<file path="src/rtl/mips_mem_bridge.sv">
`default_nettype none
// +--------------------------------------------------------------------------+
// | mips_mem_bridge                                                          |
// | CPU load/store to 32-bit Avalon-style memory bridge with big-endian lanes |
// | Optional: define MEM_MISALIGN_TRAP_EN to trap misaligned half/word access |
// | Revision: 1.0                                                            |
// +--------------------------------------------------------------------------+
module mips_mem_bridge #(
    parameter int READ_LATENCY = 1
) (
    input  logic        clk,
    input  logic        reset,
    input  logic        req_valid,
    output logic        req_ready,
    input  logic        req_write,
    input  logic [31:0] req_addr,
    input  logic [1:0]  req_size,
    input  logic        req_signed,
    input  logic [31:0] req_wdata,
    output logic        resp_valid,
    output logic [31:0] resp_rdata,
    output logic        resp_error,
    output logic [31:0] address,
    output logic        write,
    output logic        read,
    output logic [31:0] writedata,
    output logic [3:0]  byteenable,
    input  logic [31:0] readdata,
    input  logic        waitrequest
);

    localparam logic [2:0] c_LAT_INIT = 3'(READ_LATENCY);

    typedef enum logic [2:0] {
        S_IDLE  = 3'd0,
        S_WR    = 3'd1,
        S_RD    = 3'd2,
        S_RWAIT = 3'd3,
        S_RESP  = 3'd4
    } state_t;

    state_t      state_q;
    logic [2:0]  lat_cnt_q;
    logic [1:0]  off_q;
    logic [1:0]  size_q;
    logic        signed_q;
    logic        req_ready_q, resp_valid_q, resp_error_q, read_q, write_q;
    logic [31:0] address_q, writedata_q, resp_rdata_q;
    logic [3:0]  byteenable_q;

    logic        is_word_d, is_half_d, trap_d;
    logic [1:0]  off_d, size_d;
    logic [3:0]  be_d;
    logic [31:0] wdata_d, rdata_d;
    logic [7:0]  byte_sel_d;
    logic [15:0] half_sel_d;

    // Request decode; misaligned low bits are dropped so the access stays aligned.
    always_comb begin
        is_word_d = req_size[1];
        is_half_d = (req_size == 2'd1);
        if (is_word_d) begin
            off_d   = 2'd0;
            size_d  = 2'd2;
            be_d    = 4'b1111;
            wdata_d = req_wdata;
        end else if (is_half_d) begin
            off_d   = {req_addr[1], 1'b0};
            size_d  = 2'd1;
            be_d    = req_addr[1] ? 4'b0011 : 4'b1100;
            wdata_d = {2{req_wdata[15:0]}};
        end else begin
            off_d   = req_addr[1:0];
            size_d  = 2'd0;
            be_d    = 4'b1000 >> req_addr[1:0];
            wdata_d = {4{req_wdata[7:0]}};
        end
    end

`ifdef MEM_MISALIGN_TRAP_EN
    assign trap_d = (is_half_d && req_addr[0]) || (is_word_d && (req_addr[1:0] != 2'b00));
`else
    assign trap_d = 1'b0;
`endif

    always_comb begin
        case (off_q)
            2'd0:    byte_sel_d = readdata[31:24];
            2'd1:    byte_sel_d = readdata[23:16];
            2'd2:    byte_sel_d = readdata[15:8];
            default: byte_sel_d = readdata[7:0];
        endcase
        half_sel_d = off_q[1] ? readdata[15:0] : readdata[31:16];
        case (size_q)
            2'd0:    rdata_d = {{24{signed_q & byte_sel_d[7]}}, byte_sel_d};
            2'd1:    rdata_d = {{16{signed_q & half_sel_d[15]}}, half_sel_d};
            default: rdata_d = readdata;
        endcase
    end

    always_ff @(posedge clk or posedge reset) begin
        if (reset) begin
            state_q      <= S_IDLE;
            lat_cnt_q    <= 3'd0;
            off_q        <= 2'd0;
            size_q       <= 2'd0;
            signed_q     <= 1'b0;
            req_ready_q  <= 1'b1;
            resp_valid_q <= 1'b0;
            resp_error_q <= 1'b0;
            read_q       <= 1'b0;
            write_q      <= 1'b0;
            address_q    <= 32'd0;
            writedata_q  <= 32'd0;
            resp_rdata_q <= 32'd0;
            byteenable_q <= 4'd0;
        end else begin
            resp_valid_q <= 1'b0;
            case (state_q)
                S_IDLE: begin
                    if (req_valid) begin
                        req_ready_q <= 1'b0;
                        off_q       <= off_d;
                        size_q      <= size_d;
                        signed_q    <= req_signed;
                        if (trap_d) begin
                            resp_valid_q <= 1'b1;
                            resp_error_q <= 1'b1;
                            resp_rdata_q <= 32'd0;
                            state_q      <= S_RESP;
                        end else begin
                            address_q    <= {req_addr[31:2], 2'b00};
                            byteenable_q <= be_d;
                            writedata_q  <= wdata_d;
                            if (req_write) begin
                                write_q <= 1'b1;
                                state_q <= S_WR;
                            end else begin
                                read_q  <= 1'b1;
                                state_q <= S_RD;
                            end
                        end
                    end
                end
                S_WR: begin
                    if (!waitrequest) begin
                        write_q      <= 1'b0;
                        resp_valid_q <= 1'b1;
                        resp_rdata_q <= 32'd0;
                        state_q      <= S_RESP;
                    end
                end
                S_RD: begin
                    if (!waitrequest) begin
                        read_q    <= 1'b0;
                        lat_cnt_q <= c_LAT_INIT;
                        state_q   <= S_RWAIT;
                    end
                end
                S_RWAIT: begin
                    // Count down the fixed read latency; capture on the last edge.
                    if (lat_cnt_q <= 3'd1) begin
                        resp_rdata_q <= rdata_d;
                        resp_valid_q <= 1'b1;
                        state_q      <= S_RESP;
                    end else begin
                        lat_cnt_q <= lat_cnt_q - 3'd1;
                    end
                end
                S_RESP: begin
                    resp_error_q <= 1'b0;
                    req_ready_q  <= 1'b1;
                    state_q      <= S_IDLE;
                end
                default: state_q <= S_IDLE;
            endcase
        end
    end

    assign req_ready  = req_ready_q;
    assign resp_valid = resp_valid_q;
    assign resp_rdata = resp_rdata_q;
    assign resp_error = resp_error_q;
    assign address    = address_q;
    assign write      = write_q;
    assign read       = read_q;
    assign writedata  = writedata_q;
    assign byteenable = byteenable_q;

endmodule
`default_nettype wire
</file>
<file path="config.mk">
export PLATFORM = sky130hd
export DESIGN_NAME = mips_mem_bridge
export DESIGN_NICKNAME = d
export VERILOG_FILES = /design/src/rtl/mips_mem_bridge.sv
export SDC_FILE = /design/constraint.sdc
export NUM_CORES = 1
export LEC_CHECK = 0
export ABC_AREA = 1
export CAP_MARGIN = 20
export CORE_ASPECT_RATIO = 0.7
export CORE_UTILIZATION = 44
export DETAILED_ROUTE_END_ITERATION = 8
export PLACE_DENSITY = 0.83
export SYNTH_ARGS = -nofsm -noshare
export SYNTH_HDL_FRONTEND = slang
export SYNTH_SLANG_ARGS = --single-unit
export TNS_END_PERCENT = 1
</file>
<file path="constraint.sdc">
create_clock -name clk -period 4.9 [get_ports clk]
set_input_delay 0.98 -clock clk [delete_from_list [all_inputs] [get_ports clk]]
set_output_delay 0.98 -clock clk [all_outputs]
set_load 0.005 [all_outputs]
</file>
**After elaboration in Yosys (flattened, before gate mapping)**

Cells that the tools add are included.

- Logic and storage cells: 84
- Register bits after elaboration: 113
- Input bits: 104

- Equality and inequality tests: 15
- Add/subtract/negate cells: 1
- Shifts and indexed selects: 1
- Magnitude comparators: 1
- Multiplexer cells: 36
- Reduce and logical (&&, ||, !) cells: 15
- Bitwise gates (word level): 2

Operator list:

| operator | count |
|---|---|
| $mux W32 | 4 |
| $pmux W32 S2 | 2 |
| $pmux W8 S3 | 1 |
| $mux W3 | 6 |
| $mux W16 | 1 |
| $ne A2 B2 Y1 const B | 7 |
| $mux W4 | 3 |
| $pmux W3 S4 | 1 |
| $reduce_and A4 Y1 | 3 |
| $mux W1 | 10 |
| $reduce_bool A2 Y1 | 5 |
| $pmux W1 S2 | 4 |
| $eq A2 B1 Y1 const B | 3 |
| $eq A3 B2 Y1 const B | 2 |
| $mux W2 | 3 |
| $pmux W3 S2 | 1 |
| $reduce_and A3 Y1 | 2 |
| $logic_not A2 Y1 | 2 |
| $reduce_and A2 Y1 | 2 |
| $shr A4 B2 Y4 const A | 1 |
| $eq A3 B1 Y1 const B | 1 |
| $eq A3 B3 Y1 const B | 1 |
| $le A3 B1 Y1 const B | 1 |
| $logic_not A3 Y1 | 1 |
| 3 further kinds | 4 |

**Longest topological paths before layout**

Gate-level depths: netlist of run 1.

- Depth after elaboration: 6
- Mapped depth: 10

**Worst setup path before layout of run 1**

No wires, ideal clock.

- Path kind: input -> register
- Start: in readdata[7]
- End: reg resp_rdata_q[18] (netlist: resp_rdata[18])
- Slack: 3126 ps
- Stages: 7
- Data arrival time: 1658 ps
- Setup time: 117 ps
- Path buffers: 1
- Required time: 4783 ps
- Path through: nand2_1 > nand3_1 > nand4_4 > nand2_2 > buf_6 > nand2_1 > nand2_1

- Cells in the longest elaborated chain, start to end: 5

RTL lines:

| what | RTL line | text |
|---|---|---|
| from (decl) | 28 | `input logic [31:0] readdata,` |
| $pmux W8 S3 | 87 | `case (off_q)` |
| $and A1 B1 Y1 | 95 | `2'd0: rdata_d = {{24{signed_q & byte_sel_d[7]}}, byte_sel_d};` |
| $pmux W32 S2 | 94 | `case (size_q)` |
| $mux W32 | 162 | `if (lat_cnt_q <= 3'd1) begin` |
| $pmux W32 S2 | 119 | `case (state_q)` |
| to (signal assigned) | 163 | `resp_rdata_q <= rdata_d;` |
| to (decl) | 48 | `logic [31:0] address_q, writedata_q, resp_rdata_q;` |

No other way between the ends. The select of a mux whose other input is x is not followed.
A chain may end at the register's enable or synchronous reset.

**Final worst setup path of run 1**

- Start: in req_valid
- End: reg writedata_q[8] (netlist: writedata[8])

- Cells in the longest elaborated chain, start to end: 1

RTL lines:

| what | RTL line | text |
|---|---|---|
| from (decl) | 13 | `input logic req_valid,` |
| $reduce_and A2 Y1 (no source line) | -- |  |
| to (signal assigned) | 134 | `writedata_q <= wdata_d;` |
| to (decl) | 48 |  |

No other way between the ends.

==> results of run 1 <==
logic make-up (layout without fill, tap and decap cells):
group | after synthesis | count (layout)
fa+ha+maj | 2 | 2
compound gates | 103 | 103
buf+inv | 69 | 272
other cells | 1 | 3
xor+xnor | 1 | 1
simple gates | 415 | 415
flops | 113 | 113
flip-flops by register name (all words and copies together), names as in the netlist:
| name | flops |
|---|---|
| signed_q | 1 |
| off_q | 2 |
| write | 1 |
| writedata | 32 |
| address | 30 |
| resp_rdata | 32 |
| lat_cnt_q | 3 |
| resp_valid | 1 |
| read | 1 |
| size_q | 2 |
| byteenable | 4 |
| req_ready | 1 |
| state_q | 3 |
per-stage QoR:
| step | power, uW | hold slack, ns | util, % |
|---|---|---|---|
| after floorplan | 2737 | 0.4640 | - |
| after global placement | 3784 | 0.4527 | 63.46 |
| after detailed placement | 3829 | 0.4583 | 63.46 |
| after CTS | 5096 | 0.4727 | 68.48 |
| after global routing | 5446 | 0.4900 | 68.71 |
| final | 5090 | 0.4654 | 68.71 |
cell usage in the layout, fill, tap and decap left out, types with 6 or more instances in the layout:
master and n:
a21oi_1 36, nor2_1 36, inv_1 23, o22ai_1 7, clkbuf_16 17, o21ai_1 13, o211ai_1 8, nand3_1 59
nand2_1 305, clkdlybuf4s50_1 205, buf_4 6, o21ai_0 29, dfrtp_1 112
per-layer routing:
layer | wire length (um) | up-vias | global-route usage, %
li1 | - | 2654 | -
met1 | 7204 | 2600 | 35.99
met2 | 7205 | 271 | 39.53
met3 | 1545 | 32 | 9.144
met4 | 361 | 0 | 9.363
met5 | 0 | - | 0
critical path: stages:
cell and delay (ns):
clkdlybuf4s50_1 0.47, inv_1 0.08, nor2_4 0.11, buf_4 0.45
inv_2 0.47, buf_4 0.38, nand2_1 0.09, o211ai_1 0.08
power groups by stage:
stage / Combinational (uW) / Sequential (uW) / Clock [uW]
5_1_grt: 2440 / 1700 / 1310
3_5_place_dp: 2190 / 1640 / 0
6_report: 2200 / 1650 / 1240
4_1_cts: 2200 / 1650 / 1250
2_1_floorplan: 1120 / 1620 / 0
3_3_place_gp: 2130 / 1650 / 0
area by class of cell:
class | instances | area share [%]
inverters | 28 | 1.317
multi-input cells | 524 | 28.35
clock inverters | 14 | 1.930
well taps | 157 | 2.404
flip-flops and latches | 113 | 34.62
clock buffers | 18 | 5.375
repair buffers | 212 | 26.00
worst max path at each step:
stage                     slack, ns            to      start  cells after the start
after floorplan                0.93   address[10]      reset                      1
final                          2.04  writedata[8]  req_valid                      8
after global placement         1.68  writedata[8]  req_valid                      8
after global routing           1.89  writedata[8]  req_valid                      8
after CTS                      2.03  writedata[8]  req_valid                      8
after detailed placement       1.61  writedata[8]  req_valid                      8
==> impl_metrics.ini, run 1 <==
[status]
status = complete, no violations

[die]
die_area_mm2 = 0.01287
initial_utilization_pct = 45.95
rows = 33
fp.dieW_um = 135.2
core_region_area_mm2 = 0.01189
io_pins = 209
fp.dieH_um = 95.24

[pwr]
p_switching_uw = 1877
ir_drop_v = 0.0003765
power_density_mw_per_mm2 = 623.0
intPower_uw = 3213
p_seq_share_pct = 32.4
cellLeakagePower_uw = 0.003913
power.share.clock_pct = 24.4
p_comb_share_pct = 43.2
swShare_pct = 36.87

[logic_synthesis]
synth_top_area_share_pct = 51.29
netlist_top_cells_area = dfrtp_1 51%, nand2_1 21%, nand3_1 5.4%
synth_compound_area_share_pct = 10.33
synth.most_common_cell = nand2_1
synth_simple_gate_area_share_pct = 31.19
syn_area_per_cell_um2 = 7.761
synthCells = 704
ys_top_cells_by_count = 306 x nand2_1, 112 x dfrtp_1, 59 x nand3_1
synthesis.area_mm2 = 0.005464
ys_seq_elements = 113
synthAdderAreaFrac_pct = 0.4580
synth-edff-count = 0
yosysWarnings = 0
seq_area_frac_synth_pct = 51.77
synthMuxAreaShare_pct = 0
synth.distinct_cells = 36
synth_ff_type = dfrtp_1
synth_xor_area_share_pct = 0.1603
async_reset_ff_share_pct = 100.0
synth_top_family_by_area = simple AND/OR/NAND/NOR gates
synth_top_area_cell = dfrtp_1

[setup_path]
crit_arrival_ns = 3.13
worstSetupPathType = in2reg
critPathMaxFanout = 51
worst-r2r-setup-slack_ns = 2.41
reg2reg_depth = 8
start_kind = primary input
timing.rr.end = writedata[8]
cp-end-kind = register
critPathRequiredTime_ns = 5.18
reg2reg_from = state_q[1]

[global_routing]
grt_usage_pct = 26.57
grt_pass1_wl_mm = 26.21
grt_antenna_before_repair = 0
grt_max_degree = 84
grt_pass1_vias = 5244
overflow = 0

[sta]
min_period_ns = 2.856
min_period_over_period_pct = 58.30
rsz0062_at_grt = no
finalMaxSlewViolations = 0
skew_ns = 0.01045
timing.slew.headroom_pct = 28.42
setup_ws_ns = 2.044
max_slew.worst_pin.slew_ns = 1.070
finalHoldViolCount = 0
max_freq_mhz = 350.1
timing.setup.tns_ns = 0
setup_viol_count_final = 0

[clock_network]
post-cts-setup-buffers = 0
tritoncts = built
clkTransAtPathRegs_ns = 0.06
cts_max_path_buffers = 2
cts.htree.levels = 4
cts_resized = 0
clock-sinks = 113
root_buffer = clkbuf_16
cts_buffers = 17
insertion_delay_ns = 0.41
cts_hold_buf = 0

[final_layout]
fin_area_mm2 = 0.008170
multiInputGateArea_mm2 = 0.002316
layout.nets = 1002
layoutNonFillerInstCount = 1066
syn2layout_area_growth_pct = 49.53
fillCellCount = 948
drive_above_1_share_pct = 6.271
seq_area_mm2 = 0.002829
n_antenna_cell = 0

[detailed_routing]
drc = 0
vias_per_cell = 5.213
wl_mm = 16.32
num_vias = 5557
antenna_left = 0
dr.pass1.iters = 5
avgRoutedWirePerCell_um = 15.31
drt_iter0_drc = 413

[place]
pre_cts_ws_ns = 1.614
dp.cells = 1033
io_buffers = 205
hpwl_mm = 11.15
finalWeightedCongestion = 0.9042
dpl_cell_area_mm2 = 0.007546

[worst_hold_path]
hold-path-cell-count = 2
hold_class = reg2reg
min_from = address[25]
holdPathEnd = address[25]

[flow_run]
max_cap_viol_count = 0
(Power assumes the default switching activity.)
==> inputs of run 2 (changes only) <==
clock period = 2.65 ns   (was 4.9 ns; I/O delays follow)
==> run 2 against run 1 <==
Against the previous run:
- hold slack gained 0.0037 ns
- sequential cell count stayed put
- via count fell by 2.0%
- largest cell class unchanged
==> impl_metrics.ini, run 2 (same netlist as run 1, synthesis figures left out) <==
[final_layout]
layout_common_cells = 305 x nand2_1, 205 x clkdlybuf4s50_1, 112 x dfrtp_1
drive_above_1_share_pct = 6.264
layoutNonFillerInstCount = 1067
fillCellCount = 948
n_antenna_cell = 0
fin_util_pct = 69.31
syn2layout_area_growth_pct = 50.84
layout_commonest_cell = nand2_1
layout.nets = 1003

[clock_network]
clock-sinks = 113
clkTransAtPathRegs_ns = 0.06
cts_max_path_buffers = 2
cts_buffers = 17
root_buffer = clkbuf_16
tritoncts = built
insertion_delay_ns = 0.41
cts_hold_buf = 0
cts_resized = 0
cts.htree.levels = 4
post-cts-setup-buffers = 0

[die]
die_area_mm2 = 0.01287
fp.dieH_um = 95.24
rows = 33
initial_utilization_pct = 45.95
fp.dieW_um = 135.2
core_region_area_mm2 = 0.01189
io_pins = 209

[place]
io_buffers = 205
finalWeightedCongestion = 0.8717
dp.cells = 1035
hpwl_mm = 10.90

[setup_path]
cp_slowest_cell = dfstp_2
critPathBufInv = 1
crit_family = flip-flops
worstSetupPathType = reg2out
start_kind = register
critPathMaxFanout = 2
crit_arrival_ns = 1.44
cpPeakStageDelay_ns = 0.53
crit_chain = clkdlybuf4s50_1
critPathRequiredTime_ns = 2.12
cp-end-kind = output pin

[global_routing]
grt_pass1_wl_mm = 25.50
overflow = 0
grt_max_degree = 114
grt_pass1_vias = 5090
grt_antenna_before_repair = 0
grt_usage_pct = 25.61

[pwr]
power_density_mw_per_mm2 = 1160
power_uw = 9561
ir_drop_v = 0.0006754
cellLeakagePower_uw = 0.003939

[sta]
min_period_ns = 1.974
timing.setup.tns_ns = 0
min_period_over_period_pct = 74.48
max_freq_mhz = 506.7
max_slew.worst_pin.slew_ns = 0.5994
finalMaxSlewViolations = 0
finalHoldViolCount = 0
setup_viol_count_final = 0
timing.slew.headroom_pct = 60.04
skew_ns = 0.01054
rsz0062_at_grt = no

[detailed_routing]
avgRoutedWirePerCell_um = 14.70
vias_per_cell = 5.104
antenna_left = 0
dr.pass1.iters = 5
drt_iter0_drc = 442
num_vias = 5446
drc = 0
wl_mm = 15.68

[flow_run]
max_cap_viol_count = 0

[worst_hold_path]
hold_class = reg2reg

[status]
status = complete, no violations
[run 2: worst paths after layout]
kind                               from              to  slack (ns)  depth (start not counted)
setup / recovery              req_ready       req_ready        0.68                          1
hold / removal              address[29]     address[29]        0.47                          2
setup reg to reg           lat_cnt_q[1]  resp_rdata[25]        0.76                          8
hold reg to reg             address[29]     address[29]        0.47                          2
max in group asynchronous         reset   byteenable[1]        1.54                          3
min in group asynchronous         reset     address[10]        0.66                          3
[run 2: cell type report]
cell class / count / area [um^2] / area share [%]
Clock buffer: 19 / 442.9 / 5.374
Clock inverter: 13 / 186.4 / 2.262
Inverter: 28 / 108.9 / 1.321
Sequential cell: 113 / 2829 / 34.33
Multi-Input combinational cell: 524 / 2316 / 28.10
Tap cell: 157 / 196.4 / 2.383
Timing Repair Buffer: 213 / 2162 / 26.23
[run 2: stage by stage]
stage                     hold WS, ns  area (um^2)  worst slack, ns
after global placement         0.4535         7612           0.5554
after CTS                      0.4728         8242           0.6523
after global routing           0.4815         8242           0.6154
after floorplan                0.4640         5475           0.7494
final                          0.4692         8242           0.6763
after detailed placement       0.4583         7612           0.5024
[run 2: layer usage]
metal | GRT usage [%] | share of wire (%) | vias to the layer above
li1 | - | - | 2657
met1 | 35.36 | 44 | 2495
met2 | 38.12 | 44 | 265
met3 | 7.815 | 9.8 | 29
met4 | 8.989 | 2.1 | 0
met5 | 0 | 0 | -
[run 2: power by group]
group	switching (uW)	total (uW)	internal [uW]
sequential	538	3040	2510
combinational	2040	4100	2070
clock	819	2420	1600
total	3390	9560	6170
[run 2: worst reg2reg max path: cells and delay by family, from the launching register on]
| kind | cells | cell delay [ns] |
|---|---|---|
| compound gates | 2 | 0.31 |
| flops | 1 | 0.39 |
| buf+inv | 2 | 0.43 |
| fa+ha+maj | 1 | 0.14 |
| simple gates | 3 | 0.57 |
==> inputs of run 3 (changes only) <==
clock period = 1.9 ns   (was 2.65 ns; I/O delays follow)
==> run 3 against run 2 <==
Against the previous run:
- clock skew hardly changed
- critical endpoint unchanged
- setup slack worse by 0.58 ns
- die area stayed put
- count of clock-buffer cells in the layout is 1 lower
- largest power group unchanged
==> impl_metrics.ini, run 3 (same netlist as run 1, synthesis figures left out) <==
[die]
fp.dieH_um = 95.24
die_area_mm2 = 0.01287
rows = 33
core_region_area_mm2 = 0.01189
fp.dieW_um = 135.2
initial_utilization_pct = 45.95
io_pins = 209

[setup_path]
cp-end-kind = output pin
start_kind = register
reg2reg_depth = 8
cpPeakStageDelay_ns = 0.53
cp_slowest_cell = dfstp_2
worstSetupPathType = reg2out
startpoint = req_ready
critPathMaxFanout = 2
critPathRequiredTime_ns = 1.52
crit_family = flip-flops
crit_arrival_ns = 1.42
worst-r2r-setup-slack_ns = 0.24
timing.rr.end = resp_rdata[16]
reg2reg_from = lat_cnt_q[1]
critPathBufInv = 1
crit_chain = clkdlybuf4s50_1

[detailed_routing]
vias_per_cell = 5.030
wl_mm = 15.67
drt_iter0_drc = 390
dr.pass1.iters = 4
drc = 0
num_vias = 5427
avgRoutedWirePerCell_um = 14.52
antenna_left = 0

[clock_network]
root_buffer = clkbuf_16
tritoncts = built
cts.htree.levels = 4
cts_resized = 0
cts_buffers = 17
clock-sinks = 113
cts_max_path_buffers = 2
insertion_delay_ns = 0.41
cts_hold_buf = 0
post-cts-setup-buffers = 0
clkTransAtPathRegs_ns = 0.06

[pwr]
ir_drop_v = 0.0009044
power_density_mw_per_mm2 = 1594
p_seq_share_pct = 31.7
p_comb_share_pct = 44.4
cellLeakagePower_uw = 0.003996
swShare_pct = 35.95
power.share.clock_pct = 23.9
p_switching_uw = 4770
intPower_uw = 8497

[sta]
max_freq_mhz = 554.0
min_period_ns = 1.805
setup_viol_count_final = 0
min_period_over_period_pct = 95.00
timing.setup.tns_ns = 0
finalHoldViolCount = 0
skew_ns = 0.01006
finalMaxSlewViolations = 0
rsz0062_at_grt = no

[global_routing]
grt_antenna_before_repair = 0
grt_usage_pct = 25.94
grt_pass1_wl_mm = 25.86
overflow = 0
grt_pass1_vias = 5309
grt_max_degree = 77

[flow_run]
max_cap_viol_count = 0

[final_layout]
layout_commonest_cell = nand2_1
layout_common_cells = 305 x nand2_1, 205 x clkdlybuf4s50_1, 112 x dfrtp_1
syn2layout_area_growth_pct = 52.30
drive_above_1_share_pct = 7.592
n_antenna_cell = 0
layout.nets = 1015
layoutNonFillerInstCount = 1079

[worst_hold_path]
hold_class = in2async

[place]
finalWeightedCongestion = 0.8461
dp.cells = 1047
io_buffers = 205
hpwl_mm = 11.32

[status]
status = complete, no violations
==> run 3: cell types whose count changed in the layout (fill, tap and decap cells not counted), sizes merged <==
cell / before / now
buf: 8 / 20
bufinv: 4 / 2
clkbuf: 19 / 18
clkinv: 5 / 7
clkinvlp: 5 / 3
inv: 27 / 30
==> run 3: layout make-up <==
type / count / area (um^2)
Clock buffer: 18 / 439.2
Multi-Input combinational cell: 524 / 2316
Inverter: 28 / 108.9
Sequential cell: 113 / 2829
Tap cell: 157 / 196.4
Clock inverter: 14 / 155.1
Timing Repair Buffer: 225 / 2277
Fill cell: 940 / 3570
==> run 3: worst reg2reg max path: stages, from the launching register on <==
cell and delay [ns]:
dfrtp_1 0.39, inv_1 0.08, ha_1 0.15, o21bai_1 0.15
nand3_2 0.25, buf_12 0.26, a21oi_1 0.16, nand2_1 0.08
nand2_1 0.07
==> run 3: worst max-delay path by stage <==
stage                                end  slack [ns]  cells past startpoint
after floorplan              address[10]        0.15                      1
after global placement    resp_rdata[30]        0.11                      7
after detailed placement   writedata[15]        0.09                      7
after CTS                      req_ready        0.08                      1
after global routing           req_ready        0.05                      1
final                          req_ready         0.1                      1
==> run 3: layer usage <==
| layer | routed length, um | vias to the layer above | GRT usage [%] |
|---|---|---|---|
| li1 | - | 2682 | - |
| met1 | 7029 | 2486 | 34.52 |
| met2 | 6978 | 234 | 39.91 |
| met3 | 1451 | 25 | 8.506 |
| met4 | 207 | 0 | 8.708 |
| met5 | 0 | - | 0 |
==> run 3: metrics by stage <==
stage | setup slack, ns | cell area [um^2] | hold slack, ns | utilization [%] | total power [uW]
finish | 0.09501 | 8322 | 0.4200 | 69.98 | 13270
global route | 0.04990 | 8322 | 0.4623 | 69.98 | 14230
CTS | 0.07568 | 8322 | 0.4488 | 69.98 | 13340
detailed placement | 0.08753 | 7727 | 0.4625 | 64.98 | 10110
global placement | 0.1072 | 7727 | 0.4524 | 64.98 | 9994
floorplan | 0.1494 | 5475 | 0.4640 | - | 7059
==> run 3: power by group through the flow <==
stage / sequential, uW / clock, uW / combinational [uW]
2_1_floorplan: 4170 / 0 / 2890
3_3_place_gp: 4210 / 0 / 5780
3_5_place_dp: 4210 / 0 / 5910
4_1_cts: 4210 / 3210 / 5920
5_1_grt: 4350 / 3330 / 6540
6_report: 4210 / 3160 / 5890
